[config.mk]
export PLATFORM = sky130hd
export DESIGN_NAME = dma_addr_gen_p
export DESIGN_NICKNAME = d
export VERILOG_FILES = /design/src/rtl/dma_addr_gen_p.sv
export SDC_FILE = /design/constraint.sdc
export NUM_CORES = 1
export LEC_CHECK = 0
export ABC_AREA = 1
export CAP_MARGIN = 20
export CORE_ASPECT_RATIO = 0.6
export CORE_MARGIN = 2
export CORE_UTILIZATION = 43
export DETAILED_ROUTE_END_ITERATION = 10
export SYNTH_ARGS = -nofsm -noshare
export SYNTH_HDL_FRONTEND = slang
export SYNTH_SLANG_ARGS = --single-unit
[constraint.sdc]
create_clock -name clk -period 2.4 [get_ports clk]
set_input_delay 0.24 -clock clk [delete_from_list [all_inputs] [get_ports clk]]
set_output_delay 0.24 -clock clk [all_outputs]
set_load 0.01 [all_outputs]
[src/rtl/dma_addr_gen_p.sv]
// Am2940-style DMA address / word-count generator with configurable widths,
// halt-on-done and an auto-reinitialise ring-buffer mode.
module dma_addr_gen_p #(
  parameter int AW = 16,
  parameter int CW = 12
) (
  input  logic          clk,
  input  logic          reset,
  input  logic [AW-1:0] din,
  input  logic [2:0]    instr,
  input  logic          aci,
  input  logic          wci,
  output logic          aco,
  output logic          wco,
  output logic          done,
  output logic [AW-1:0] dout,
  output logic          dout_vld,
  output logic [AW-1:0] addr_out
);

  localparam logic [2:0] I_WRCR   = 3'd0;
  localparam logic [2:0] I_RDCR   = 3'd1;
  localparam logic [2:0] I_RDWC   = 3'd2;
  localparam logic [2:0] I_RDAC   = 3'd3;
  localparam logic [2:0] I_REINIT = 3'd4;
  localparam logic [2:0] I_LDADDR = 3'd5;
  localparam logic [2:0] I_LDWC   = 3'd6;
  localparam logic [2:0] I_ENCT   = 3'd7;

  logic [2:0]    cr_q, cr_d;
  logic [AW-1:0] ar_q, ar_d;
  logic [AW-1:0] ac_q, ac_d;
  logic [CW-1:0] wcr_q, wcr_d;
  logic [CW-1:0] wc_q, wc_d;
  logic [AW-1:0] dout_q, dout_d;
  logic          dout_vld_q, dout_vld_d;
  logic          pulse_q, pulse_d;

  logic [1:0]    mode;
  logic          cnt_down;
  logic          done_c;
  logic          halt;
  logic          reload;
  logic [AW-1:0] ac_step;
  logic [CW-1:0] wc_step;

  assign mode     = cr_q[1:0];
  // Modes 00 and 11 count WC down; 01 and 10 count it up.
  assign cnt_down = (mode[1] == mode[0]);

  always_comb begin
    done_c = 1'b0;
    case (mode)
      2'b00:   done_c = (wc_q == CW'(1));
      2'b01:   done_c = (wc_q == wcr_q);
      2'b10:   done_c = (ac_q[CW-1:0] == wcr_q);
      default: done_c = pulse_q;
    endcase
  end

  assign halt    = (mode != 2'b11) && done_c;
  assign reload  = (instr == I_ENCT) && (mode == 2'b11) && wci && (wc_q == CW'(1));
  assign ac_step = cr_q[2] ? (ac_q - AW'(1)) : (ac_q + AW'(1));
  assign wc_step = cnt_down ? (wc_q - CW'(1)) : (wc_q + CW'(1));

  always_comb begin
    cr_d       = cr_q;
    ar_d       = ar_q;
    ac_d       = ac_q;
    wcr_d      = wcr_q;
    wc_d       = wc_q;
    dout_d     = dout_q;
    dout_vld_d = 1'b0;
    pulse_d    = 1'b0;
    case (instr)
      I_WRCR: begin
        cr_d = din[2:0];
        if (din[1] ^ din[0]) wc_d = '0;
      end
      I_RDCR: begin
        dout_d     = {{(AW-3){1'b1}}, cr_q};
        dout_vld_d = 1'b1;
      end
      I_RDWC: begin
        dout_d     = AW'(wc_q);
        dout_vld_d = 1'b1;
      end
      I_RDAC: begin
        dout_d     = ac_q;
        dout_vld_d = 1'b1;
      end
      I_REINIT: begin
        ac_d = ar_q;
        wc_d = cnt_down ? wcr_q : '0;
      end
      I_LDADDR: begin
        ar_d = din;
        ac_d = din;
      end
      I_LDWC: begin
        wcr_d = din[CW-1:0];
        wc_d  = cnt_down ? din[CW-1:0] : '0;
      end
      I_ENCT: begin
        // Ring-buffer completion reloads both counters instead of stepping.
        if (reload) begin
          ac_d    = ar_q;
          wc_d    = wcr_q;
          pulse_d = 1'b1;
        end else if (!halt) begin
          if (aci) ac_d = ac_step;
          if (wci) wc_d = wc_step;
        end
      end
    endcase
  end

  always_ff @(posedge clk) begin
    if (reset) begin
      cr_q       <= '0;
      ar_q       <= '0;
      ac_q       <= '0;
      wcr_q      <= '0;
      wc_q       <= '0;
      dout_q     <= '0;
      dout_vld_q <= 1'b0;
      pulse_q    <= 1'b0;
    end else begin
      cr_q       <= cr_d;
      ar_q       <= ar_d;
      ac_q       <= ac_d;
      wcr_q      <= wcr_d;
      wc_q       <= wc_d;
      dout_q     <= dout_d;
      dout_vld_q <= dout_vld_d;
      pulse_q    <= pulse_d;
    end
  end

  assign aco      = aci & (cr_q[2] ? (ac_q == '0) : (ac_q == '1));
  assign wco      = wci & (cnt_down ? (wc_q == '0) : (wc_q == '1));
  assign done     = done_c;
  assign dout     = dout_q;
  assign dout_vld = dout_vld_q;
  assign addr_out = ac_q;

endmodule

## Word level (Yosys, flattened, before mapping)

Index checks and enable logic that the tools add are counted.

- $lt $le $gt $ge: 0
- Shift operators: 0
- Divide/modulo/power cells: 0
- Bitwise logic cells: 4
- Add/subtract/negate cells: 4
- Reduce and logical (&&, ||, !) cells: 15
- $mul: 0
- Equality and inequality tests: 21
- Mux-type cells: 19

Operators by type and width:

| cell | count |
|---|---|
| $pmux 16 s3 | 2 |
| $mux 12 | 7 |
| $mux 16 | 4 |
| $pmux 12 s4 | 1 |
| $eq 12x12->1 | 2 |
| $add 16x1->16 const B | 1 |
| $eq 16x16->1 const B | 1 |
| $logic_not 16->1 | 1 |
| $sub 16x1->16 const B | 1 |
| $add 12x1->12 const B | 1 |
| $eq 12x1->1 const B | 1 |
| $eq 12x12->1 const B | 1 |
| $eq 3x3->1 const B | 4 |
| $logic_not 12->1 | 1 |
| $sub 12x1->12 const B | 1 |
| $ne 3x3->1 const B | 3 |
| $eq 3x2->1 const B | 2 |
| $reduce_bool 3->1 | 2 |
| $eq 2x2->1 const B | 2 |
| $logic_and 1x1->1 | 4 |
| $mux 1 | 4 |
| $ne 2x2->1 const B | 2 |
| $reduce_and 4->1 | 1 |
| $reduce_bool 4->1 | 1 |
| 12 further kinds | 13 |

- Memories kept: 0
- Latch bits: 0
- Bits in read-only memories: 0
- Bits in writable memories: 0
- Bits in registers: 77

## Longest topological paths before layout

Gate-level depths: netlist of run 1.

- Word-level depth: 6
- Mapped depth: 19

## Worst setup path after synthesis of run 1

Ideal clock, no wire load.

- Path kind: reg2reg
- From: register cr_q[2]
- To: register ac_q[14], in the netlist addr_out[14]
- Slack: 0.315 ns
- Arrival: 1.973 ns
- Setup time: 0.112 ns
- Path buffers: 0
- Clock period less this slack: 2.085 ns
- Stages on the path, launching flop included: 15
- Required time: 2.288 ns
- Cell sequence: dfxtp_1 -> inv_1 -> fa_1 -> inv_1 -> nand3_1 -> nand2_1 -> nand2_1 -> nand2_1 -> nand3_1 -> nand3_1 -> nand2_1 -> nor2_1 -> nor2_1 -> nor2_1 -> nor2_1

- Cells in the longest elaborated chain, start to end: 5

RTL lines:

| item | RTL line | RTL |
|---|---|---|
| from (decl) | 30 | `logic [2:0] cr_q, cr_d;` |
| from (signal assigned) | 129 | `cr_q <= cr_d;` |
| $mux 16 | 63 | `assign ac_step = cr_q[2] ? (ac_q - AW'(1)) : (ac_q + AW'(1));` |
| $mux 16 | 111 | `if (aci) ac_d = ac_step;` |
| $mux 16 | 110 | `end else if (!halt) begin` |
| $mux 16 | 106 | `if (reload) begin` |
| $pmux 16 s3 | 75 | `case (instr)` |
| to (signal assigned) | 122 | `ac_q <= '0;` |
| to (signal assigned) | 131 | `ac_q <= ac_d;` |
| to (decl) | 32 | `logic [AW-1:0] ac_q, ac_d;` |

No other way between the ends. The select of a mux whose other input is x is not followed.
A chain may end at the register's enable or synchronous reset.

## Worst setup path after layout of run 1

- From: register cr_q[2]
- To: register ac_q[15], in the netlist addr_out[15]

The elaborated chain is that of the path after synthesis.

==> flow_summary.toml, run 1 <==
[outcome]
outcome = "finished, final reports clean"

[floorplan]
rows = 32
dieArea_sq_um = 14200
fp.dieH_um = 93.2
ios = 59
start_util_pct = 44.3
die_w_um = 153
core-area_sq_um = 12900

[power]
combPwrFrac_pct = 28.5
p_leak_nw = 3.46
power_frac_seq_pct = 36.6
p_clk_share_pct = 34.9
p_switching_mw = 1.42
powerDensity_nw_per_um2 = 545
p_int_mw = 2.51
peakVddDrop_mv = 0.377
swShare_pct = 36.1

[logic_synthesis]
synthArstFlopShare_pct = 0
synthCells = 960
synth_cell_types = 42
syn_avg_cell_area_sq_um = 5.94
yosysWarnings = 0
ys_seq_area_share_pct = 27.0
synth_edf_count = 0
synthesis.area_sq_um = 5710
synth-seq-cells = 77
synth_ff_type = "dfxtp_1"
synthTopCellsByArea = "dfxtp_1 27%, nand2_1 22%, a21oi_1 6.6%, nor2_1 6.4%, inv_1 6.4%"
synth.net_count = 1004
synth_top_area_cell = "dfxtp_1"
synth_top_area_share_pct = 27.0

[detailed_routing]
vias = 6620
wirelength_um = 22800
first_iter_violations = 728
wl_per_cell_um = 18.5
via_per_inst = 5.36
drcViolationCount = 0
ant_nets = 0
dr.pass1.iters = 6

[setup_path]
cp_cell_sequence = "buf_4 > buf_4 > ha_1 > nand2_1 > nor4_1 > nand2_1 > nand3_1 > nand3_1 > nand2_1 > inv_1 > nor2_1 > nor2_1"
path_max_fanout = 11
cp.required_ns = 2.63
cpMostUsedCell = "nand2_1"
crit_path_end_kind = "flip-flop"
path_class = "reg -> reg"
max_stage_delay_ns = 0.36
crit_arrival_ns = 2.47
critPathSlowestCell = "ha_1"
cp-start-kind = "flip-flop"

[global_route]
grt_pass1_vias = 5896
grt_max_degree = 29
grt_pass1_wl_um = 35400
grt_util_all_layers_pct = 33.0
grt-ovfl-total = 0
antenna_found_initial = 0

[placed_design]
place_congestion = 0.980
dp_hpwl_um = 18300
port-buffer-count = 58

[finish]
seq_area_sq_um = 1550
layout_common_cells = "333 x nand2_1, 97 x inv_1, 96 x nor2_1"
multi_input_area_sq_um = 3640
num-nets-final = 1104
fillCellCount = 1344
diodes = 0
drive_above_1_share_pct = 10.5
area_growth_pct = 26.4
layout_commonest_cell = "nand2_1"

[clocking]
cts_buffers = 9
cts-root-buf = "clkbuf_16"
clock_path_buffers = 2
hold_buffers = 0
cts_setup_buffers = 0
cts-htree-levels = 3
insertion_delay_ns = 0.35
clock-sinks = 77
cts_tree = "done"
clk_pin_slew_ns = 0.07

[timing]
relSlewSlack_pct = 65.3
finalClockSkew_ns = 0.0111
max_freq_mhz = 447
finalCritPeriodShare_pct = 93.2
fin_crit_ns = 2.24
timing.hold.ws_ns = 0.383
max_slew.worst_pin.slew_ns = 0.515
rsz0062_at_grt = "false"
setup-tns-final_ns = 0
drv_slew = 0
hold_viol_final = 0
finalSetupViolCount = 0

[hold_path]
hp-class = "in -> reg"

[job]
cap_viol_max_count = 0
layer usage:
layer | vias to the layer above | routed length, um | track usage [%]
met2 | 361 | 7600 | 39.6
met5 | - | 0 | 0
met3 | 18 | 3670 | 12.8
li1 | 3321 | - | -
met1 | 2920 | 11400 | 53.2
met4 | 0 | 193 | 4.78
power groups by stage:
stage	sequential, mW	clock (mW)	combinational, mW
2_1_floorplan	1.45	0	0.589
3_3_place_gp	1.46	0	1.08
3_5_place_dp	1.46	0	1.07
4_1_cts	1.43	1.39	1.08
5_1_grt	1.45	1.44	1.22
6_report	1.44	1.37	1.12
cells in the mapped netlist, types with 9 or more instances:
library cell and instances:
a21oi_1 75, buf_2 9, clkbuf_1 22, dfxtp_1 77
ha_1 20, inv_1 97, nand2_1 335, nand3_1 72
nand3b_1 10, nand4_1 10, nor2_1 98, o211ai_1 20
o21ai_0 52
repair_timing:
action,in CTS,in global routing
gates resized for setup,10,13
cloned,0,0
setup endpoints to repair,3,12
endpoints found under the hold margin,0,0
metrics by stage:
stage	utilization, %	cells	worst slack (ns)	power, mW	instance area (sq um)
2_1_floorplan	-	960	0.315	2.04	5710
3_3_place_gp	53.3	1219	0.0543	2.54	6870
3_5_place_dp	53.3	1219	0.0297	2.53	6870
4_1_cts	55.7	1235	0.0178	3.90	7180
5_1_grt	56.0	1235	0.00712	4.11	7210
6_report	56.0	1235	0.163	3.93	7210
worst paths after layout:
| path | slack [ns] | cells past startpoint | from | end |
|---|---|---|---|---|
| hold / removal | 0.38 | 3 | reset | dout_vld |
| hold reg to reg | 0.46 | 2 | ar_q[12] | ar_q[12] |
| setup reg to reg | 0.16 | 12 | cr_q[2] | addr_out[15] |
| setup / recovery | 0.16 | 12 | cr_q[2] | addr_out[15] |
worst max-delay path: cells and delay by family (launching register included):
family / cells / cell delay [ns]
DFF: 1 / 0.31
and+or+nand+nor: 8 / 1.07
buffers and inverters: 3 / 0.38
adders and majority gates: 1 / 0.36
final cells by class:
| class | count | share of cell area, % |
|---|---|---|
| clock buffer | 9 | 3.12 |
| multi-input combinational | 744 | 50.5 |
| sequential | 77 | 21.4 |
| inverter | 102 | 5.36 |
| tap | 170 | 2.95 |
| clock inverter | 7 | 0.937 |
| timing repair buffer | 126 | 15.7 |
registers in the layout, indices dropped and copies added (netlist names):
register	count
addr_out	16
ar_q	16
cr_q	3
dout	16
dout_vld	1
pulse_q	1
wc_q	12
wcr_q	12
cells by family after synthesis:
family	after synthesis	synth area share (%)
simple gates	546	40.3
buf+inv	139	9.98
flops	77	27.0
xor+xnor	9	1.38
fa+ha+maj	21	4.74
compound gates	168	16.6
(Power assumes the default switching activity.)
==> run 2: changes to the inputs <==
Settings changed: CORE_ASPECT_RATIO 0.6 to 0.8, GPL_TIMING_DRIVEN from default to 1.
==> run 2 against run 1 <==
Compared with the run above:
- global-route usage decreased by 0.96 points
- first-iteration DRC count decreased by 17%
- sequential share of layout area decreased by 0.16 points
- sequential cell count is the same
- cell count is 0.73% higher
- worst setup slack worse by 0.094 ns
- power increased by 1.5%
- via count up 0.26%
- hold slack worse by 0.10 ns
- routed wire length decreased by 3.2%
- clock power is 4% higher
==> flow_summary.toml, run 2 (synthesis gave the netlist of run 1 again) <==
[detailed_routing]
via_per_inst = 5.34
wirelength_um = 22100
ant_nets = 0
wl_per_cell_um = 17.8
wl_met2_um = 8420
dr.pass1.iters = 5
wl_met3_um = 2540
top_layer = "met4"
first_iter_violations = 604
vias = 6637
drcViolationCount = 0
wl_met1_um = 10900

[hold_path]
hp-class = "in -> reg"
hp-start = "reset"
hold_path_end = "pulse_q"
worstHoldPathCells = 2

[finish]
diodes = 0
layout_common_cells = "334 x nand2_1, 97 x nor2_1, 95 x inv_1"
area_growth_pct = 27.7
num-nets-final = 1108
layout_commonest_cell = "nand2_1"
drive_above_1_share_pct = 11.2

[timing]
timing.hold.ws_ns = 0.278
setup_ws_ns = 0.0692
hold_viol_final = 0
finalClockSkew_ns = 0.00714
max_slew.worst_pin.slew_ns = 0.505
finalCritPeriodShare_pct = 97.1
drv_slew = 0
fin_crit_ns = 2.33
relSlewSlack_pct = 66.3
max_freq_mhz = 429
setup-tns-final_ns = 0
finalSetupViolCount = 0

[setup_path]
cp.required_ns = 2.69
crit_path_end_kind = "flip-flop"
path_class = "reg -> reg"
path_max_fanout = 16
reg2reg_slack_ns = 0.07
startpoint = "cr_q[1]"
crit_arrival_ns = 2.62
r2r-end = "wc_q[5]"
worst-r2r-cell-count = 13
rr_startpoint = "cr_q[1]"
cp-start-kind = "flip-flop"

[clocking]
cts-htree-levels = 3
cts-root-buf = "clkbuf_16"
clock-sinks = 77
clock_path_buffers = 2
insertion_delay_ns = 0.36
hold_buffers = 0
cts_setup_buffers = 0
cts_buffers = 9
clk_pin_slew_ns = 0.07
cts_tree = "done"

[floorplan]
rows = 37
ios = 59
fp.dieH_um = 107
start_util_pct = 44.2
dieArea_sq_um = 14200
core-area_sq_um = 12900
die_w_um = 133

[global_route]
grt_max_degree = 37
grt_pass1_vias = 6139
grt-ovfl-total = 0
grt_util_all_layers_pct = 32.0
grt_pass1_wl_um = 34300
antenna_found_initial = 0

[placed_design]
dp_hpwl_um = 17300
port-buffer-count = 58
place_congestion = 0.943
place_ws_ns = 0.0415

[power]
p_leak_nw = 3.47
power.total_mw = 3.99
powerDensity_nw_per_um2 = 547
peakVddDrop_mv = 0.353

[outcome]
outcome = "finished, final reports clean"

[job]
cap_viol_max_count = 0
-- run 2: routing by layer --
metal,vias up,track usage [%]
met2,307,43.3
met5,-,0
li1,3335,-
met4,0,6.99
met1,2972,48.9
met3,23,9.60
-- run 2: area by class of cell --
cell class                 count  area (sq um)
tap                          175           219
fill                        1331          5630
timing repair buffer         130          1170
multi-input combinational    744          3660
inverter                     102           390
sequential                    77          1550
clock buffer                  10           229
clock inverter                 6          70.1
-- run 2: worst max-delay path by stage --
stage | end | cells after the start
detailed placement | done | 13
finish | wc_q[5] | 13
CTS | done | 13
global route | done | 12
floorplan | addr_out[14] | 14
global placement | done | 13
-- run 2: what timing repair did --
item | CTS | global route
gates resized for setup | 14 | 13
setup endpoints to repair | 3 | 16
pin swaps | 0 | 1
-- run 2: where the power goes --
part           internal, mW  switching, mW
sequential             1.35         0.0864
combinational         0.452          0.676
clock                 0.814          0.611
-- run 2: critical path: stages (launching register included) --
cell and delay (ns):
dfxtp_1 0.41, inv_1 0.13, ha_4 0.31, buf_12 0.15, clkinvlp_4 0.15, buf_4 0.19
o21ai_0 0.19, nand2_1 0.09, xor2_1 0.14, nand2_1 0.07, nand2_1 0.11, nand2_1 0.09
nand3_1 0.07, a21oi_1 0.15
-- run 2: per-stage QoR --
step	cell area, sq um	std cells	util [%]
4_1_cts	7250	1244	56.1
6_report	7290	1244	56.4
3_5_place_dp	6920	1228	53.6
3_3_place_gp	6920	1228	53.6
2_1_floorplan	5710	960	-
5_1_grt	7290	1244	56.4
==> run 3: changes to the inputs <==
Settings changed: CORE_ASPECT_RATIO 0.8 to 1.2.
==> run 3 against run 2 <==
Compared with the run above:
- clock skew grew 0.0013 ns
- cell count down 1.1%
- die area hardly changed
- first-iteration DRC count is 24% lower
- global-route usage shrank 1.2 points
- critical path depth stayed put
- via count is 0.87% lower
- routed wire length shrank 3.8%
- fmax is 2.3% higher
- combinational power decreased by 9.7%
- highest routed layer unchanged
- count of clock-buffer cells in the layout down 1
==> flow_summary.toml, run 3 (synthesis gave the netlist of run 1 again) <==
[outcome]
outcome = "finished, final reports clean"

[setup_path]
cp-start-kind = "flip-flop"
worst-r2r-cell-count = 13
r2r-end = "wc_q[5]"
max_stage_delay_ns = 0.34
rr_startpoint = "cr_q[0]"
crit_path_end_kind = "flip-flop"
cp.required_ns = 2.68
reg2reg_slack_ns = 0.12
cp_cell_sequence = "inv_2 > buf_4 > ha_1 > buf_6 > clkinvlp_4 > o21ai_0 > nand2_1 > xor2_1 > nand2_1 > nand2_1 > nand2_1 > nand3_1 > a21oi_1"
cp_top_family = "buffers and inverters"
path_class = "reg -> reg"
cpMostUsedCell = "nand2_1"
critPathSlowestCell = "dfxtp_2"
path_max_fanout = 16
crit_buf_inv = 4
crit_arrival_ns = 2.56

[timing]
setup-tns-final_ns = 0
max_slew.worst_pin.slew_ns = 0.838
timing.hold.ws_ns = 0.463
finalSetupViolCount = 0
hold_viol_final = 0
max_freq_mhz = 439
finalClockSkew_ns = 0.00842
finalCritPeriodShare_pct = 95.0
rsz0062_at_grt = "true"
fin_crit_ns = 2.28
drv_slew = 0
relSlewSlack_pct = 43.8

[global_route]
grt_pass1_wl_um = 32900
grt_max_degree = 50
grt-ovfl-total = 0
antenna_found_initial = 0
grt_pass1_vias = 6318
grt_util_all_layers_pct = 30.8

[hold_path]
hold_path_end = "ar_q[12]"
worstHoldPathCells = 2
hp-class = "reg -> reg"
hp-start = "ar_q[12]"

[power]
peakVddDrop_mv = 0.352
p_leak_nw = 3.44
powerDensity_nw_per_um2 = 558
power.total_mw = 4.01

[floorplan]
start_util_pct = 43.7
core-area_sq_um = 13100
rows = 46
ios = 59
fp.dieH_um = 130
die_w_um = 109
dieArea_sq_um = 14200

[finish]
fillCellCount = 1374
diodes = 0
layout_commonest_cell = "nand2_1"
area_growth_pct = 25.8
fin_util_pct = 55.0
multi_input_area_sq_um = 3620
stdcell_count = 1230
seq_area_sq_um = 1550
num-nets-final = 1101
drive_above_1_share_pct = 10.5
layout_common_cells = "331 x nand2_1, 98 x nor2_1, 94 x inv_1"

[job]
cap_viol_max_count = 0

[clocking]
cts_tree = "done"
clock-sinks = 77
hold_buffers = 0
cts_buffers = 9
cts-htree-levels = 3
insertion_delay_ns = 0.35
cts-root-buf = "clkbuf_16"
clk_pin_slew_ns = 0.07
clock_path_buffers = 2

[placed_design]
port-buffer-count = 58
dp_hpwl_um = 16200
place_congestion = 0.890
dp.cells = 1213

[detailed_routing]
drcViolationCount = 0
first_iter_violations = 457
ant_nets = 0
wl_per_cell_um = 17.3
wirelength_um = 21300
vias = 6579
via_per_inst = 5.35
dr.pass1.iters = 6
==> run 3: cell count changes in the layout (fill, tap and decap cells not counted), moves of 3 or more <==
cell / before / now
buf_4: 67 / 62
nand2_1: 334 / 331
nand2_2: 3 / 6
buf_12: 5 / 1
==> run 3: timing repair <==
| action | 4_1_cts | 5_1_grt |
|---|---|---|
| resized for setup | 14 | 12 |
| setup endpoints to repair | 3 | 12 |
| pin swaps | 0 | 2 |
| buffers inserted | 0 | 1 |
==> run 3: per-stage QoR <==
| stage | cell area (sq um) | setup WS [ns] |
|---|---|---|
| after floorplan | 5710 | 0.315 |
| after global placement | 6800 | 0.0469 |
| after detailed placement | 6800 | 0.0379 |
| after CTS | 7150 | 0.000800 |
| after global routing | 7180 | -0.0262 |
| final | 7180 | 0.121 |
==> run 3: worst register-to-register path: cells and delay by family (launching register included) <==
family | cells | cell delay, ns
AO/OA/AOI/OAI | 2 | 0.47
XOR/XNOR | 1 | 0.15
buffers and inverters | 4 | 0.57
AND/OR/NAND/NOR | 5 | 0.35
flip-flops | 1 | 0.34
adder cells (fa/ha/maj) | 1 | 0.32
==> run 3: layout make-up <==
| type | instances | share of cell area [%] |
|---|---|---|
| Multi-Input combinational cell | 744 | 50.5 |
| Sequential cell | 77 | 21.6 |
| Timing Repair Buffer | 123 | 15.0 |
| Inverter | 102 | 5.44 |
| Clock buffer | 9 | 3.14 |
| Tap cell | 168 | 2.93 |
| Clock inverter | 7 | 1.46 |
==> run 3: how the worst max path moves through the flow <==
stage	startpoint	end	slack, ns	cells past startpoint
global placement	cr_q[0]	done	0.05	13
finish	cr_q[0]	wc_q[5]	0.12	13
CTS	cr_q[0]	done	0.0008	13
global route	cr_q[0]	done	-0.03	14
detailed placement	cr_q[0]	done	0.04	13
floorplan	cr_q[2]	addr_out[14]	0.32	14
==> run 3: report_power, final <==
| part | switching [mW] | internal [mW] | leakage [nW] |
|---|---|---|---|
| Clock | 0.626 | 0.930 | 0.159 |
| Sequential | 0.0812 | 1.35 | 0.632 |
| Combinational | 0.607 | 0.416 | 2.65 |
| Total | 1.31 | 2.69 | 3.44 |
==> run 3: routing by layer <==
layer / part of all wire [%] / routed length [um] / track usage (%)
met1: 42 / 8860 / 37.0
met2: 50 / 10700 / 54.9
met3: 4.8 / 1010 / 3.65
met4: 3.1 / 670 / 13.1
met5: 0 / 0 / 0
